$ cat config.mk
export PLATFORM = sky130hd
export DESIGN_NAME = posit_normalize_pipe
export DESIGN_NICKNAME = d
export VERILOG_FILES = /design/src/rtl/posit_pipe_defines.sv /design/src/rtl/posit_regime_shifter.sv /design/src/rtl/posit_normalize_pipe.sv
export SDC_FILE = /design/constraint.sdc
export NUM_CORES = 1
export LEC_CHECK = 0
export CAP_MARGIN = 20
export CORE_UTILIZATION = 34
export DETAILED_ROUTE_END_ITERATION = 8
export SETUP_SLACK_MARGIN = 0.05
export SYNTH_ARGS = -nofsm -noshare
export SYNTH_HDL_FRONTEND = slang
export SYNTH_SLANG_ARGS = --single-unit
$ cat constraint.sdc
create_clock -name clk -period 4.9 [get_ports clk]
set_clock_uncertainty 0.2 [all_clocks]
set_input_delay 0.735 -clock clk [delete_from_list [all_inputs] [get_ports clk]]
set_output_delay 0.735 -clock clk [all_outputs]
set_load 0.005 [all_outputs]
$ cat src/rtl/posit_pipe_defines.sv
// Shared constants and stage-register types for the pipelined posit sum normaliser.
package posit_pipe_defines;

  localparam int unsigned NBITS   = 32;
  localparam int unsigned ES      = 3;
  localparam int unsigned SCALE_W = 9;
  localparam int unsigned FRAC_W  = 30;
  localparam int unsigned SER_W   = 1 + SCALE_W + FRAC_W + 2;
  localparam int unsigned SHIFT_W = $clog2(2 * NBITS);

  typedef struct packed {
    logic                      sgn;
    logic signed [SCALE_W-1:0] scale;
    logic [FRAC_W-1:0]         fraction;
    logic                      inf;
    logic                      zero;
  } value_ser_t;

  typedef struct packed {
    logic               sgn;
    logic               scale_neg;
    logic [SHIFT_W-1:0] r;
    logic [ES-1:0]      exp;
    logic [FRAC_W-1:0]  fraction;
    logic               inf;
    logic               zero;
    logic               sticky_in;
`ifdef POSIT_NORM_SATURATE_EN
    logic               ovf;
`endif
  } s1_t;

  typedef struct packed {
    logic             sgn;
    logic [NBITS-2:0] body;
    logic             guard;
    logic             sticky;
    logic             inf;
    logic             zero;
`ifdef POSIT_NORM_SATURATE_EN
    logic             ovf;
`endif
  } s2_t;

endpackage

$ cat src/rtl/posit_regime_shifter.sv
// Combinational regime/exponent/fraction packer: yields the posit body plus guard and sticky.
module posit_regime_shifter #(
  parameter int unsigned NBITS   = 32,
  parameter int unsigned ES      = 3,
  parameter int unsigned FRAC_W  = 30,
  parameter int unsigned SHIFT_W = $clog2(2 * NBITS)
) (
  input  logic               scale_neg,
  input  logic [SHIFT_W-1:0] r,
  input  logic [ES-1:0]      exp,
  input  logic [FRAC_W-1:0]  fraction,
  output logic [NBITS-2:0]   body,
  output logic               guard,
  output logic               sticky
);

  // Wide enough that even the longest regime pushes no payload bit off the bottom.
  localparam int unsigned VEC_W = NBITS + ES + FRAC_W;

  logic [VEC_W-1:0] tail_vec, fill, shifted;

  always_comb begin
    tail_vec = {scale_neg, exp, fraction, {(NBITS - 1){1'b0}}};
    // The r vacated top positions become the regime run (ones for scale >= 0).
    fill     = ~({VEC_W{1'b1}} >> r);
    shifted  = (tail_vec >> r) | (fill & {VEC_W{~scale_neg}});
    body     = shifted[VEC_W-1 -: NBITS-1];
    guard    = shifted[VEC_W-NBITS];
    sticky   = |shifted[VEC_W-NBITS-1:0];
  end

endmodule

$ cat src/rtl/posit_normalize_pipe.sv
// 3-stage valid/ready posit normaliser with round-to-nearest-even.
// Define POSIT_NORM_SATURATE_EN to clamp oversized scales / rounding carries to maxpos.
module posit_normalize_pipe
  import posit_pipe_defines::*;
(
  input  logic             clk,
  input  logic             rst_n,
  input  logic             in_valid,
  output logic             in_ready,
  input  logic [SER_W-1:0] in_data,
  input  logic             in_truncated,
  output logic             out_valid,
  input  logic             out_ready,
  output logic [NBITS-1:0] out_result,
  output logic             out_inf,
  output logic             out_zero
);

`ifdef POSIT_NORM_SATURATE_EN
  localparam int MAX_SCALE = int'((NBITS - 2) << ES);
`endif

  value_ser_t in_v;
  s1_t        s1_d, s1_q;
  s2_t        s2_d, s2_q;
  logic       v1_q, v2_q;
  logic       adv1, adv2, adv3;

  logic signed [SCALE_W-1:0] k;
  logic [SCALE_W-1:0]        r_raw;
  logic [NBITS-2:0]          sh_body;
  logic                      sh_guard, sh_sticky;
  logic                      round_up, carry;
  logic [NBITS-2:0]          rounded, mag, body_out;
  logic [NBITS-1:0]          res_d;

  assign in_v     = in_data;
  assign adv3     = ~out_valid | out_ready;
  assign adv2     = ~v2_q | adv3;
  assign adv1     = ~v1_q | adv2;
  assign in_ready = adv1;

  // S1: regime run length from the scale.
  always_comb begin
    k               = in_v.scale >>> ES;
    r_raw           = in_v.scale[SCALE_W-1] ? -k : k + SCALE_W'(1);
    s1_d.sgn        = in_v.sgn;
    s1_d.scale_neg  = in_v.scale[SCALE_W-1];
    s1_d.r          = (r_raw > SCALE_W'(NBITS - 1)) ? SHIFT_W'(NBITS - 1) : r_raw[SHIFT_W-1:0];
    s1_d.exp        = in_v.scale[ES-1:0];
    s1_d.fraction   = in_v.fraction;
    s1_d.inf        = in_v.inf;
    s1_d.zero       = in_v.zero;
    s1_d.sticky_in  = in_truncated;
`ifdef POSIT_NORM_SATURATE_EN
    s1_d.ovf        = in_v.scale > SCALE_W'(MAX_SCALE);
`endif
  end

  posit_regime_shifter #(
    .NBITS  (NBITS),
    .ES     (ES),
    .FRAC_W (FRAC_W),
    .SHIFT_W(SHIFT_W)
  ) u_shifter (
    .scale_neg(s1_q.scale_neg),
    .r        (s1_q.r),
    .exp      (s1_q.exp),
    .fraction (s1_q.fraction),
    .body     (sh_body),
    .guard    (sh_guard),
    .sticky   (sh_sticky)
  );

  // S2: capture shifted body with guard/sticky.
  always_comb begin
    s2_d.sgn    = s1_q.sgn;
    s2_d.body   = sh_body;
    s2_d.guard  = sh_guard;
    s2_d.sticky = sh_sticky | s1_q.sticky_in;
    s2_d.inf    = s1_q.inf;
    s2_d.zero   = s1_q.zero;
`ifdef POSIT_NORM_SATURATE_EN
    s2_d.ovf    = s1_q.ovf;
`endif
  end

  // S3: round to nearest even, keep magnitude >= minpos, apply sign.
  always_comb begin
    round_up         = s2_q.guard & (s2_q.sticky | s2_q.body[0]);
    {carry, rounded} = {1'b0, s2_q.body} + NBITS'(round_up);
    mag              = (rounded == '0) ? {{(NBITS - 2){1'b0}}, 1'b1} : rounded;
`ifdef POSIT_NORM_SATURATE_EN
    if (carry || s2_q.ovf) mag = '1;
`else
    if (carry) mag = '0;
`endif
    body_out = s2_q.sgn ? -mag : mag;
    if (s2_q.inf) begin
      res_d = {1'b1, {(NBITS - 1){1'b0}}};
    end else if (s2_q.zero) begin
      res_d = '0;
    end else begin
      res_d = {s2_q.sgn, body_out};
    end
  end

  always_ff @(posedge clk or negedge rst_n) begin
    if (!rst_n) begin
      v1_q       <= 1'b0;
      v2_q       <= 1'b0;
      out_valid  <= 1'b0;
      out_result <= '0;
      out_inf    <= 1'b0;
      out_zero   <= 1'b0;
    end else begin
      if (adv1) v1_q <= in_valid;
      if (adv2) v2_q <= v1_q;
      if (adv3) out_valid <= v2_q;
      if (adv3 && v2_q) begin
        out_result <= res_d;
        out_inf    <= s2_q.inf;
        out_zero   <= s2_q.zero & ~s2_q.inf;
      end
    end
  end

  // Payload registers need no reset; their valids gate every use.
  always_ff @(posedge clk) begin
    if (adv1 && in_valid) s1_q <= s1_d;
    if (adv2 && v1_q) s2_q <= s2_d;
  end

endmodule
After elaboration in Yosys (flattened, before gate mapping)
Index checks and enable logic that the tools add are counted.

Bits in latches: 0. Word-level logic and storage cells: 53. Memory bits (read-only): 0. Output and inout port bits: 36. Bits in writable memories: 0. Bits in registers: 117. Memories kept: 0.

$lt $le $gt $ge: 1. $mul: 0. Eq/ne operators: 0. Muxes and demuxes: 6. Divide/modulo/power cells: 0. Reduce and logical (&&, ||, !) cells: 5. Shift-type cells: 2. Add/sub/neg operators: 4. Bitwise gates (word level): 15.

Operators by type and width (number): $mux W31 (3); $and A65 B65 Y65 (1); $not A65 Y65 (1); $or A65 B65 Y65 (1); $shr A65 B6 Y65 (1); $shr A65 B6 Y65 const A (1); $mux W32 (2); $reduce_or A33 Y1 (1); $add A31 B1 Y32 (1); $logic_not A31 Y1 (1); $neg A31 Y31 (1); $gt A9 B5 Y1 const B (1); $mux W9 (1); $neg A6 Y9 (1); $add A6 B2 Y7 const B (1); $not A1 Y1 (5); $or A1 B1 Y1 (5); $logic_and A1 B1 Y1 (3); $and A1 B1 Y1 (2).

Depth between registers and ports, before layout
Gate-level depths: netlist (run 1).

Depth after elaboration: 10. Mapped depth: 22. Depth with buffers taken out: 21.

Modules after synthesis
Synthesis (run 1) repeated with hierarchy kept, for this count alone.

Cell total of the unflattened synthesis: 954. Area total of the unflattened synthesis: 9120.0 um^2.

Modules (own cells, without submodules): posit_normalize_pipe (cells an instance 586, instances 1, sequential area each 3328.2 um^2, area each 6279.8 um^2); posit_regime_shifter (cells an instance 368, instances 1, sequential area each 0.0 um^2, area each 2840.2 um^2).

Worst setup path after synthesis (run 1)
Ideal clock, no wire load.

Path kind: reg2reg. Start point: reg s2_q[4] (netlist bit). End point: reg out_result[28]. Arrival time: 4.302 ns. Period minus slack after synthesis: 4.632 ns. Library setup time: 0.130 ns. Slack: 0.268 ns. Data required time: 4.570 ns. Stages on the path, launching flop included: 23. Path through: edfxtp_1 > o21a_1 > ha_1 > ha_1 > and3_1 > clkbuf_1 > nand2_1 > nor2_1 > o21ai_0 > o2111ai_1 > nor4_2 > and2_1 > o21ai_0 > ha_1 > inv_1 > a211oi_2 > o211ai_2 > or2_1 > or3_4 > or3_4 > o41ai_4 > xnor2_1 > o21ai_1.

Cells in the longest elaborated chain, start to end: 10.

Ends and longest elaborated chain: start, declared (line posit_normalize_pipe.sv:25) `s2_t s2_d, s2_q;`; start signal, assigned (line posit_normalize_pipe.sv:131) `if (adv2 && v1_q) s2_q <= s2_d;`; $or A1 B1 Y1 (line posit_normalize_pipe.sv:90) `round_up = s2_q.guard & (s2_q.sticky | s2_q.body[0]);`; $and A1 B1 Y1 (line posit_normalize_pipe.sv:90); $add A31 B1 Y32 * (line posit_normalize_pipe.sv:91) `{carry, rounded} = {1'b0, s2_q.body} + NBITS'(round_up);`; $logic_not A31 Y1 (line posit_normalize_pipe.sv:92) `mag = (rounded == '0) ? {{(NBITS - 2){1'b0}}, 1'b1} : rounded;`; $mux W31 (line posit_normalize_pipe.sv:92); $mux W31 * (line posit_normalize_pipe.sv:96) `if (carry) mag = '0;`; $neg A31 Y31 (line posit_normalize_pipe.sv:98) `body_out = s2_q.sgn ? -mag : mag;`; $mux W31 * (line posit_normalize_pipe.sv:98); $mux W32 * (line posit_normalize_pipe.sv:101) `end else if (s2_q.zero) begin`; $mux W32 * (line posit_normalize_pipe.sv:99) `if (s2_q.inf) begin`; end signal, assigned (line posit_normalize_pipe.sv:121) `out_result <= res_d;`; end, declared (line posit_normalize_pipe.sv:14) `output logic [NBITS-1:0] out_result,`.

Every way passes the cells marked *; elsewhere a longest branch is shown, timed or not. A chain may end at the register's enable or synchronous reset.

Worst setup path after layout (run 1)
Ends and elaborated chain as after synthesis.

==> metrics.md, run 1 <==
| Metric | Value |
|---|---|
| Pre-CTS WS | -0.06290 ns |
| Io pins | 83 |
| R2R Path End | out_result[28] |
| Clock power share | 34.8% |
| Clock Sinks | between 100 and 150 |
| Cell count after synthesis | 962 |
| Layout cell share with drive strength beyond 1 | 15.30% |
| Distinct cells, synth | 86 |
| Total power | between 3 and 4 mW |
| Fin nets | ~1,100 |
| Total GRT Usage | 18.40% |
| Initial antenna violation count | 0 |
| Die W | 162.7 um |
| TNS Setup | 0 ns |
| DP HPWL | 17.85 mm |
| Row cnt | 58 |
| Total internal power | about 2.3 mW |
| Internal reg-to-reg setup slack | 0.30 ns |
| Synth Area per Inst | 9.129 um^2 |
| DR vias/cell | 5.531 |
| Tightest Hold Check Type | in2async |
| Switching part of the total | 32.95% |
| H-tree depth | 4 |
| Number of buffers created by CTS | 17 |
| Worst Reg-to-Reg Cells | 21 |
| CTS tree | yes |
| Leakage | 3.990 nW |
| Post-route ant nets | 0 |
| Period minus WS final | 4.598 ns |
| CP peak stage delay | 0.37 ns |
| Cells along the critical path | o21a_1, ha_4, ha_4, nand3_4, nor4_4, nand4_1, xor2_1, o2111ai_1, nor4_2, and2_1, o21ai_2, ha_2, inv_1, a211oi_4, o211ai_2, or2_4, or3_4, or3_4, o41ai_4, xnor2_1, o21ai_1 |
| Period utilization | 93.84% |
| Crit Path Max Fanout | 5 |
| Clock Path Buffers | 2 |
| Vias in the first global route | approximately 7,400 |
| Fmax | 217.5 MHz |
| GPL Wtd Cong | between 0.9 and 1 |
| Critical setup path kind | reg2reg |
| Buffers and inverters on the worst path | 1 |
| Post-synthesis sequential area ratio | between 30% and 40% |
| Slew Limit Fails | 0 |
| Root Driver | clkbuf_16 |
| Die height | 162.7 um |
| Slowest-stage cell, CP | or3_4 |
| Synth area leaders | edfxtp_1, dfrtp_1, nand2_1 |
| Largest net degree at the start of global routing | between 40 and 50 |
| First-pass GRT wire length | 38.52 mm |
| Post-Syn Area | 8782 um^2 |
| Hold WS | 0.2089 ns |
| Syn_nets | a little over 1,000 |
| P_sw | 1.148 mW |
| Startpoint class of the critical path | flip-flop |
| Max cap viols | 0 |
| RSZ-0062 raised after global routing | true |
| Post-synth EDFFs | 80 |
| Worst R2R Start | s2_q[4] |
| Yosys warns | 0 |
| Final hold violations | 0 |
| Drt total wl | 23.42 mm |
| Arrival @ worst endpoint | 4.71 ns |
| FFs w/ async S/R, synth | 31.62% |
| Worst slew margin | 31.39% |
| Status | finished clean |
| Die area | 26,480 um^2 |
| Top-count cell post-synth | nand2_1 |
| Core Footprint | about 25,000 um^2 |
| Yosys top cell area share | 27.35% |
| Ant diodes | 0 |
| Largest area contributor in the netlist | edfxtp_1 |
| # setup viols final | 0 |
| Worst setup margin | slightly above 0.3 ns |
| Vias | 7,610 |
| Worst-margin pin slew | just over 1 ns |
| DR pass1 iterations | 6 |
| Combinational power share | between 20% and 30% |
| Pwr dens | approximately 330 nW/um^2 |
| Ys flop type | edfxtp_1 |
| Hold_buf cts | 0 |
| Flop pwr share | 37.2% |
| DRC | 0 |
| Port bufs | 82 |
| CTS clk-pin slew, worst paths | ~0.060 ns |
| GR Overflow Total | 0 |
| Commonest cells post-synth | nand2_1, edfxtp_1, nor2_1 |
| Initial detailed-routing violation count | 694 |
| CP delay by family, top | simple AND/OR/NAND/NOR gates |
| Critical path required time | 5.01 ns |
| Synth Register Bits | ~120 |
| Fin cells | 1,376 |
| Critical Path End Type | flip-flop |
| Area Growth Syn to Fin | 21.90% |
| Routed wire length per instance | 17.02 um |
| Initial Util | 34.78% |
| Clk Latency, worst-skew pair | 0.43 ns |
| Placed instance count | 1,343 |
| Peak supply drop | 0.0001554 V |
worst register-to-register path: stages, from the launching register on:
cell	delay, ns
edfxtp_1	0.35
o21a_1	0.16
ha_4	0.19
ha_4	0.18
nand3_4	0.11
nor4_4	0.35
nand4_1	0.16
xor2_1	0.21
o2111ai_1	0.12
nor4_2	0.09
and2_1	0.20
o21ai_2	0.16
ha_2	0.20
inv_1	0.07
a211oi_4	0.20
o211ai_2	0.11
or2_4	0.26
or3_4	0.34
or3_4	0.37
o41ai_4	0.24
xnor2_1	0.16
o21ai_1	0.07
flip-flops by register name (all words and copies together) (netlist names):
register / cells
s1_q: 44
s2_q: 36
out_result: 32
out_inf: 1
out_valid: 1
out_zero: 1
v1_q: 1
v2_q: 1
worst max path at each step:
stage	cells past startpoint	to	start
finish	21	out_result[28]	s2_q[4]
global route	21	out_result[28]	s2_q[4]
CTS	21	out_result[28]	s2_q[4]
detailed placement	21	out_result[28]	s2_q[4]
global placement	21	out_result[28]	s2_q[4]
floorplan	22	out_result[28]	s2_q[4]
area by class of cell:
| class | count | area [um^2] |
|---|---|---|
| multi-input combinational | 752 | 5164 |
| tap | 330 | 412.9 |
| fill | 2561 | 14550 |
| inverter | 16 | 60.06 |
| clock buffer | 17 | 425.4 |
| clock inverter | 15 | 146.4 |
| timing repair buffer | 129 | 1169 |
| sequential | 117 | 3328 |
placed cells by master, fill, tap and decap left out, drive strengths merged, types with 6 or more instances in the layout:
cell type,count
nand2,150
clkdlybuf4s50,81
edfxtp,80
nor2,72
o21ai,72
buf,48
mux2i,44
a21oi,40
dfrtp,37
xnor2,31
nand3,29
xor2,24
nand4,23
nor3,22
inv,22
mux4,21
o22ai,17
clkbuf,17
a31oi,15
nor4,15
and3,14
mux2,13
o211ai,11
or2,11
or3,10
o31ai,9
nand2b,9
and4,9
and2,8
o22a,6
a211oi,6
stage by stage:
step	utilization, %	cell area, um^2
final	42.39	10710
after detailed placement	39.67	10020
after floorplan	-	8782
after CTS	42.03	10610
after global routing	42.39	10710
after global placement	39.67	10020
routing by layer:
metal	wire length [um]	GRT usage, %	part of all wire (%)	vias up
li1	-	-	-	3745
met1	10600	23.65	45	3573
met2	11090	30.43	47	237
met3	950	2.648	4.1	55
met4	788	8.581	3.4	0
met5	0	0	0	-
power groups by stage:
stage / sequential, mW / combinational (mW) / clock [mW]
floorplan: 1.27 / 0.647 / 0
global route: 1.31 / 1.07 / 1.27
global placement: 1.31 / 0.946 / 0
CTS: 1.29 / 0.957 / 1.24
detailed placement: 1.31 / 0.949 / 0
finish: 1.29 / 0.975 / 1.21
timing repair:
action | in CTS | in global routing
gates resized for setup | 6 | 16
setup buffers | 0 | 1
pin swaps | 0 | 2
endpoints found under the setup margin | 3 | 7
logic make-up after synthesis:
logic type               Yosys count  share of synthesized area (%)
XOR/XNOR                          55                          5.571
buffers and inverters             93                          4.545
other                              1                        0.04270
AND/OR/NAND/NOR                  390                          22.50
adder cells (fa/ha/maj)            5                         0.7124
multiplexers                      78                          12.07
flip-flops                       117                          37.90
AO/OA/AOI/OAI                    223                          16.67
(Power assumes the default switching activity.)
==> run 2, diff against run 1 <==
Settings changed: GPL_ROUTABILITY_DRIVEN set to 0, RECOVER_POWER set to 100.
==> metrics.md, run 2 (synthesis gave the netlist of run 1 again) <==
| Metric | Value |
|---|---|
| Largest net degree at the start of global routing | 45 (unchanged) |
| Critical setup path kind | reg2reg (unchanged) |
| DRC | 0 (unchanged) |
| Worst-margin pin slew | 2.767 ns (was 1.029 ns) |
| Worst setup margin | 0.3381 ns (was 0.3017 ns) |
| Port bufs | 82 (unchanged) |
| Vias in the first global route | 7,195 (was 7,360) |
| Initial detailed-routing violation count | 839 (was 694) |
| Die height | 162.7 um (unchanged) |
| Max cap viols | 3 (was 0) |
| Final Cell Area | 10,580 um^2 (was 10,710 um^2) |
| Finished Core Util | 41.87% (was 42.39%) |
| GR Overflow Total | 0 (unchanged) |
| Worst slew margin | -84.47% (was 31.39%) |
| Fin nets | 1,080 (was 1,085) |
| Fmax | 219.2 MHz (was 217.5 MHz) |
| Total GRT Usage | 18.16% (was 18.40%) |
| Area Growth Syn to Fin | 20.42% (was 21.90%) |
| RSZ-0062 raised after global routing | false (was true) |
| Routed wire length per instance | 16.98 um (was 17.02 um) |
| Initial Util | 34.78% (unchanged) |
| Period minus WS final | 4.562 ns (was 4.598 ns) |
| First-pass GRT wire length | 37.87 mm (was 38.52 mm) |
| CTS clk-pin slew, worst paths | 0.06 ns (about the same) |
| Arrival @ worst endpoint | 4.69 ns (was 4.71 ns) |
| Vias | 7,722 (was 7,610) |
| Fillers | 2,510 (was 2,561) |
| Total power | 3.404 mW (was 3.483 mW) |
| H-tree depth | 4 (unchanged) |
| Io pins | 83 (unchanged) |
| Tightest Hold Check Type | reg2reg (was in2async) |
| Critical Path End Type | flip-flop (unchanged) |
| # setup viols final | 0 (unchanged) |
| Peak supply drop | 0.0001958 V (was 0.0001554 V) |
| Layout cell share with drive strength beyond 1 | 13.26% (was 15.30%) |
| DR pass1 iterations | 5 (was 6) |
| Biggest register | s1_q (unchanged) |
| Startpoint class of the critical path | flip-flop (unchanged) |
| Pre-CTS WS | 0.03208 ns (was -0.06290 ns) |
| CTS tree | yes (unchanged) |
| Post-route ant nets | 0 (unchanged) |
| Failing checks | capacitance limit, slew limit |
| Clock Path Buffers | 2 (unchanged) |
| Number of buffers created by CTS | 17 (unchanged) |
| Commonest non-fill, non-tap cells in the layout | nand2_1, edfxtp_1, dlygate4sd3_1, nor2_1, o21ai_0 (was nand2_1, clkdlybuf4s50_1, edfxtp_1, nor2_1, o21ai_0) |
| Largest regs | s1_q (44), s2_q (36), out_result (32) (unchanged) |
| Leakage | 4.003 nW (was 3.990 nW) |
| DP HPWL | 17.43 mm (was 17.85 mm) |
| Drt total wl | 23.28 mm (was 23.42 mm) |
| TNS Setup | 0 ns (unchanged) |
| Pwr dens | 321.9 nW/um^2 (was 325.4 nW/um^2) |
| Root Driver | clkbuf_16 (unchanged) |
| Final hold violations | 0 (unchanged) |
| Die area | 26,480 um^2 (unchanged) |
| Placed cell areas | 9993 um^2 (was 10,020 um^2) |
| Status | complete, but fails checks (was finished clean) |
| Period utilization | 93.10% (was 93.84%) |
| Core Footprint | 25,250 um^2 (unchanged) |
| Critical path required time | 5.02 ns (was 5.01 ns) |
| Clk Latency, worst-skew pair | 0.44 ns (was 0.43 ns) |
| DR vias/cell | 5.632 (was 5.531) |
| Crit Path Max Fanout | 5 (unchanged) |
| Most common cell after layout, fill and taps aside | nand2_1 (unchanged) |
| Ant diodes | 0 (unchanged) |
| Hold_buf cts | 0 (unchanged) |
| Slew Limit Fails | 120 (was 0) |
| Clock Sinks | 117 (unchanged) |
| Row cnt | 58 (unchanged) |
| Max reg flops | 44 (unchanged) |
| Initial antenna violation count | 0 (unchanged) |
| Die W | 162.7 um (unchanged) |
## run 2: cell count changes in the layout (fill, tap and decap cells not counted), sizes merged
cell           delta
buf              -14
inv               -2
clkbuf            +9
clkinv            +2
clkdlybuf4s50    -76
bufinv            -1
dlygate4sd3      +76
clkinvlp          +1
## run 2: per-stage QoR
stage	hold WS, ns	cells
after floorplan	0.2003	962
after global placement	0.2078	1338
after detailed placement	0.2075	1338
after CTS	0.2192	1370
after global routing	0.2253	1371
final	0.2153	1371
## run 2: critical path, stage by stage (launching register included)
cell and delay (ns):
edfxtp_1 0.39, o21a_1 0.18, ha_2 0.21, ha_2 0.22, and3_1 0.23, nand2_2 0.14
o311ai_1 0.12, and3_1 0.20, o2111ai_1 0.11, nor4_2 0.09, and2_0 0.21, o21ai_2 0.15
ha_1 0.18, inv_1 0.08, a211oi_4 0.20, o211ai_2 0.10, or2_1 0.26, or3_4 0.35
or3_4 0.36, o41ai_4 0.23, xnor2_1 0.16, o21ai_1 0.07
## run 2: repair_timing
action | 4_1_cts | 5_1_grt
gates cloned | 0 | 0
resized for setup | 1 | 12
setup endpoints to repair | 1 | 8
pin swaps | 0 | 0
setup buffers | 0 | 1
## run 2: layer usage
layer,vias to the layer above,part of all wire [%],global-route usage (%)
met5,-,0,0
met4,0,2.6,7.222
li1,3731,-,-
met1,3642,45,23.65
met3,45,5.3,3.565
met2,304,47,29.50
## run 2: path summary, 6_finish.rpt
| check | startpoint | to | slack (ns) | depth (start not counted) |
|---|---|---|---|---|
| max | s2_q[4] | out_result[28] | 0.34 | 21 |
| min | s1_q[1] | s2_q[0] | 0.22 | 0 |
| max reg2reg | s2_q[4] | out_result[28] | 0.34 | 21 |
| min reg2reg | s1_q[1] | s2_q[0] | 0.22 | 0 |
| max in group asynchronous | rst_n | out_result[22] | 2.72 | 1 |
| min in group asynchronous | rst_n | out_zero | 0.64 | 1 |
## run 2: power breakdown
part | internal, mW | leakage [nW] | total, mW | switching [mW]
registers | 1.19 | 1.26 | 1.29 | 0.0979
logic | 0.400 | 2.48 | 0.939 | 0.538
clock network | 0.657 | 0.261 | 1.17 | 0.518
## run 2: final cells by class
cell class / instances / area (um^2) / area share (%)
tap: 330 / 412.9 / 3.904
clock buffer: 17 / 425.4 / 4.023
inverter: 16 / 60.06 / 0.5679
sequential: 117 / 3328 / 31.47
timing repair buffer: 124 / 1112 / 10.52
clock inverter: 15 / 126.4 / 1.195
multi-input combinational: 752 / 5110 / 48.32
==> run 3, diff against run 2 <==
Settings changed: CELL_PAD_IN_SITES_DETAIL_PLACEMENT set to 2, CELL_PAD_IN_SITES_GLOBAL_PLACEMENT set to 2, CORE_UTILIZATION 34 to 33, GPL_TIMING_DRIVEN set to 0, PLACE_DENSITY_LB_ADDON set to 0.1.
==> metrics.md, run 3 (synthesis gave the netlist of run 1 again) <==
| Metric | Value |
|---|---|
| DRC | 0 (unchanged) |
| Status | complete, but fails checks (unchanged) |
| Port bufs | 81 (was 82) |
| Slowest-stage cell, CP | or3_4 (was edfxtp_1) |
| Peak supply drop | 0.0001627 V (was 0.0001958 V) |
| Layout cell share with drive strength beyond 1 | 13.99% (was 13.26%) |
| Worst-margin pin slew | 2.264 ns (was 2.767 ns) |
| CTS tree | yes (unchanged) |
| Critical setup path kind | reg2reg (unchanged) |
| R2R Path End | out_result[28] (unchanged) |
| Clock Sinks | 117 (unchanged) |
| Hold Path Stages | 0 (unchanged) |
| Routed wire length per instance | 22.45 um (was 16.98 um) |
| Core Footprint | 26,060 um^2 (was 25,250 um^2) |
| Fillers | 2,853 (was 2,510) |
| Worst Reg-to-Reg Cells | 20 (was 21) |
| Period minus WS final | 4.677 ns (was 4.562 ns) |
| Number of buffers created by CTS | 17 (unchanged) |
| Hold_buf cts | 0 (unchanged) |
| RSZ-0062 raised after global routing | true (was false) |
| CP peak stage delay | 0.38 ns (was 0.39 ns) |
| Row cnt | 59 (was 58) |
| Arrival @ worst endpoint | 4.78 ns (was 4.69 ns) |
| CTS clk-pin slew, worst paths | 0.06 ns (about the same) |
| Most common cell after layout, fill and taps aside | nand2_1 (unchanged) |
| Vias | 8,129 (was 7,722) |
| Total GRT Usage | 24.51% (was 18.16%) |
| DR vias/cell | 5.689 (was 5.632) |
| Fin nets | 1,133 (was 1,080) |
| Cells along the critical path | o21a_1, ha_4, nand4_4, buf_12, nor2_4, nand3_1, mux2_4, o21a_4, and2_4, o21ai_4, ha_4, inv_1, a211oi_4, o211ai_1, or2_4, or3_4, or3_4, o41ai_4, xnor2_1, o21ai_1 (was o21a_1, ha_2, ha_2, and3_1, nand2_2, o311ai_1, and3_1, o2111ai_1, nor4_2, and2_0, o21ai_2, ha_1, inv_1, a211oi_4, o211ai_2, or2_1, or3_4, or3_4, o41ai_4, xnor2_1, o21ai_1) |
| Worst R2R Start | s2_q[4] (unchanged) |
| Die W | 165.1 um (was 162.7 um) |
| Worst slew margin | -51.02% (was -84.47%) |
| Tightest Hold Check Type | reg2reg (unchanged) |
| Initial detailed-routing violation count | 279 (was 839) |
| Total power | 3.614 mW (was 3.404 mW) |
| Fmax | 213.8 MHz (was 219.2 MHz) |
| DR pass1 iterations | 5 (unchanged) |
| Slew Limit Fails | 116 (was 120) |
| Critical Path End Type | flip-flop (unchanged) |
| Final hold violations | 0 (unchanged) |
| H-tree depth | 4 (unchanged) |
| Clk Latency, worst-skew pair | 0.43 ns (was 0.44 ns) |
| Ant diodes | 0 (unchanged) |
| Endpoint, Worst Hold | s2_q[35] (was s2_q[0]) |
| Hold_sp | s1_q[43] (was s1_q[1]) |
| Initial antenna violation count | 0 (unchanged) |
| Root Driver | clkbuf_16 (unchanged) |
| Clock Path Buffers | 2 (unchanged) |
| Internal reg-to-reg setup slack | 0.22 ns (was 0.34 ns) |
| # setup viols final | 0 (unchanged) |
| Area Growth Syn to Fin | 24.82% (was 20.42%) |
| Max reg flops | 44 (unchanged) |
| DP HPWL | 24.73 mm (was 17.43 mm) |
| Failing checks | capacitance limit, slew limit (unchanged) |
| Placed cell areas | 10,030 um^2 (was 9993 um^2) |
| Vias in the first global route | 8,713 (was 7,195) |
| Leakage | 4.146 nW (was 4.003 nW) |
| TNS Setup | 0 ns (unchanged) |
| Die height | 165.1 um (was 162.7 um) |
| Initial Util | 33.70% (was 34.78%) |
| Biggest register | s1_q (unchanged) |
| Pwr dens | 329.7 nW/um^2 (was 321.9 nW/um^2) |
| First-pass GRT wire length | 50.07 mm (was 37.87 mm) |
| Drt total wl | 32.08 mm (was 23.28 mm) |
| Max cap viols | 3 (unchanged) |
| Io pins | 83 (unchanged) |
| Largest net degree at the start of global routing | 41 (was 45) |
| Post-route ant nets | 0 (unchanged) |
| Die area | 27,270 um^2 (was 26,480 um^2) |
| Crit Path Max Fanout | 6 (was 5) |
| Largest regs | s1_q (44), s2_q (36), out_result (32) (unchanged) |
| Commonest non-fill, non-tap cells in the layout | nand2_1, edfxtp_1, dlygate4sd3_1, nor2_1, o21ai_0 (unchanged) |
| Critical path required time | 5.00 ns (was 5.02 ns) |
| Final Cell Area | 10,960 um^2 (was 10,580 um^2) |
| Period utilization | 95.45% (was 93.10%) |
| GR Overflow Total | 0 (unchanged) |
| Startpoint class of the critical path | flip-flop (unchanged) |
==> run 3: stage by stage <==
stage | worst slack [ns] | instances | hold WS, ns | utilization (%)
final | 0.2228 | 1429 | 0.2150 | 42.07
after global routing | 0.02005 | 1429 | 0.2455 | 42.07
after global placement | -0.8802 | 1378 | 0.2039 | 38.42
after detailed placement | -0.9392 | 1380 | 0.2084 | 38.51
after floorplan | 0.2684 | 962 | 0.2003 | -
after CTS | 0.05402 | 1418 | 0.2150 | 41.58
==> run 3: repair_timing <==
action / in CTS / in global routing
setup buffers: 7 / 11
pin swaps: 11 / 16
resized for setup: 33 / 16
gates cloned: 0 / 0
setup endpoints to repair: 13 / 6
==> run 3: how the worst max path moves through the flow <==
stage / to / start / depth (start not counted) / slack (ns)
finish: out_result[28] / s2_q[4] / 20 / 0.22
global route: out_result[30] / s2_q[12] / 21 / 0.02
CTS: out_result[28] / s2_q[4] / 21 / 0.05
detailed placement: out_result[28] / s2_q[4] / 22 / -0.94
global placement: out_result[28] / s2_q[4] / 22 / -0.88
floorplan: out_result[28] / s2_q[4] / 22 / 0.27
==> run 3: critical path, delay by kind of cell, from the launching register on <==
kind                       cells  cell delay [ns]
and+or+nand+nor                7             1.69
AOI/OAI and AO/OA              7             1.18
DFF                            1             0.35
adders and majority gates      2             0.35
muxes                          1             0.34
buffers and inverters          2             0.26
xor gates and xnor gates       1             0.17
==> run 3: metal layers <==
metal | up-vias | global-route usage, % | part of all wire [%]
met4 | 0 | 11.09 | 4.6
li1 | 3832 | - | -
met3 | 74 | 3.521 | 1.8
met5 | - | 0 | 0
met1 | 4059 | 26.99 | 40
met2 | 164 | 46.08 | 53
==> run 3: layout make-up <==
class	instances	area, um^2	area share (%)
Buffer	76	331.6	3.025
Sequential cell	117	3328	30.36
Clock inverter	14	153.9	1.404
Timing Repair Buffer	101	953.4	8.698
Clock buffer	18	429.2	3.915
Multi-Input combinational cell	752	5286	48.22
Tap cell	335	419.2	3.824
Inverter	16	60.06	0.5479
==> run 3: power breakdown <==
part | switching (mW) | internal (mW)
clock network | 0.519 | 0.754
registers | 0.0748 | 1.19
logic | 0.656 | 0.418
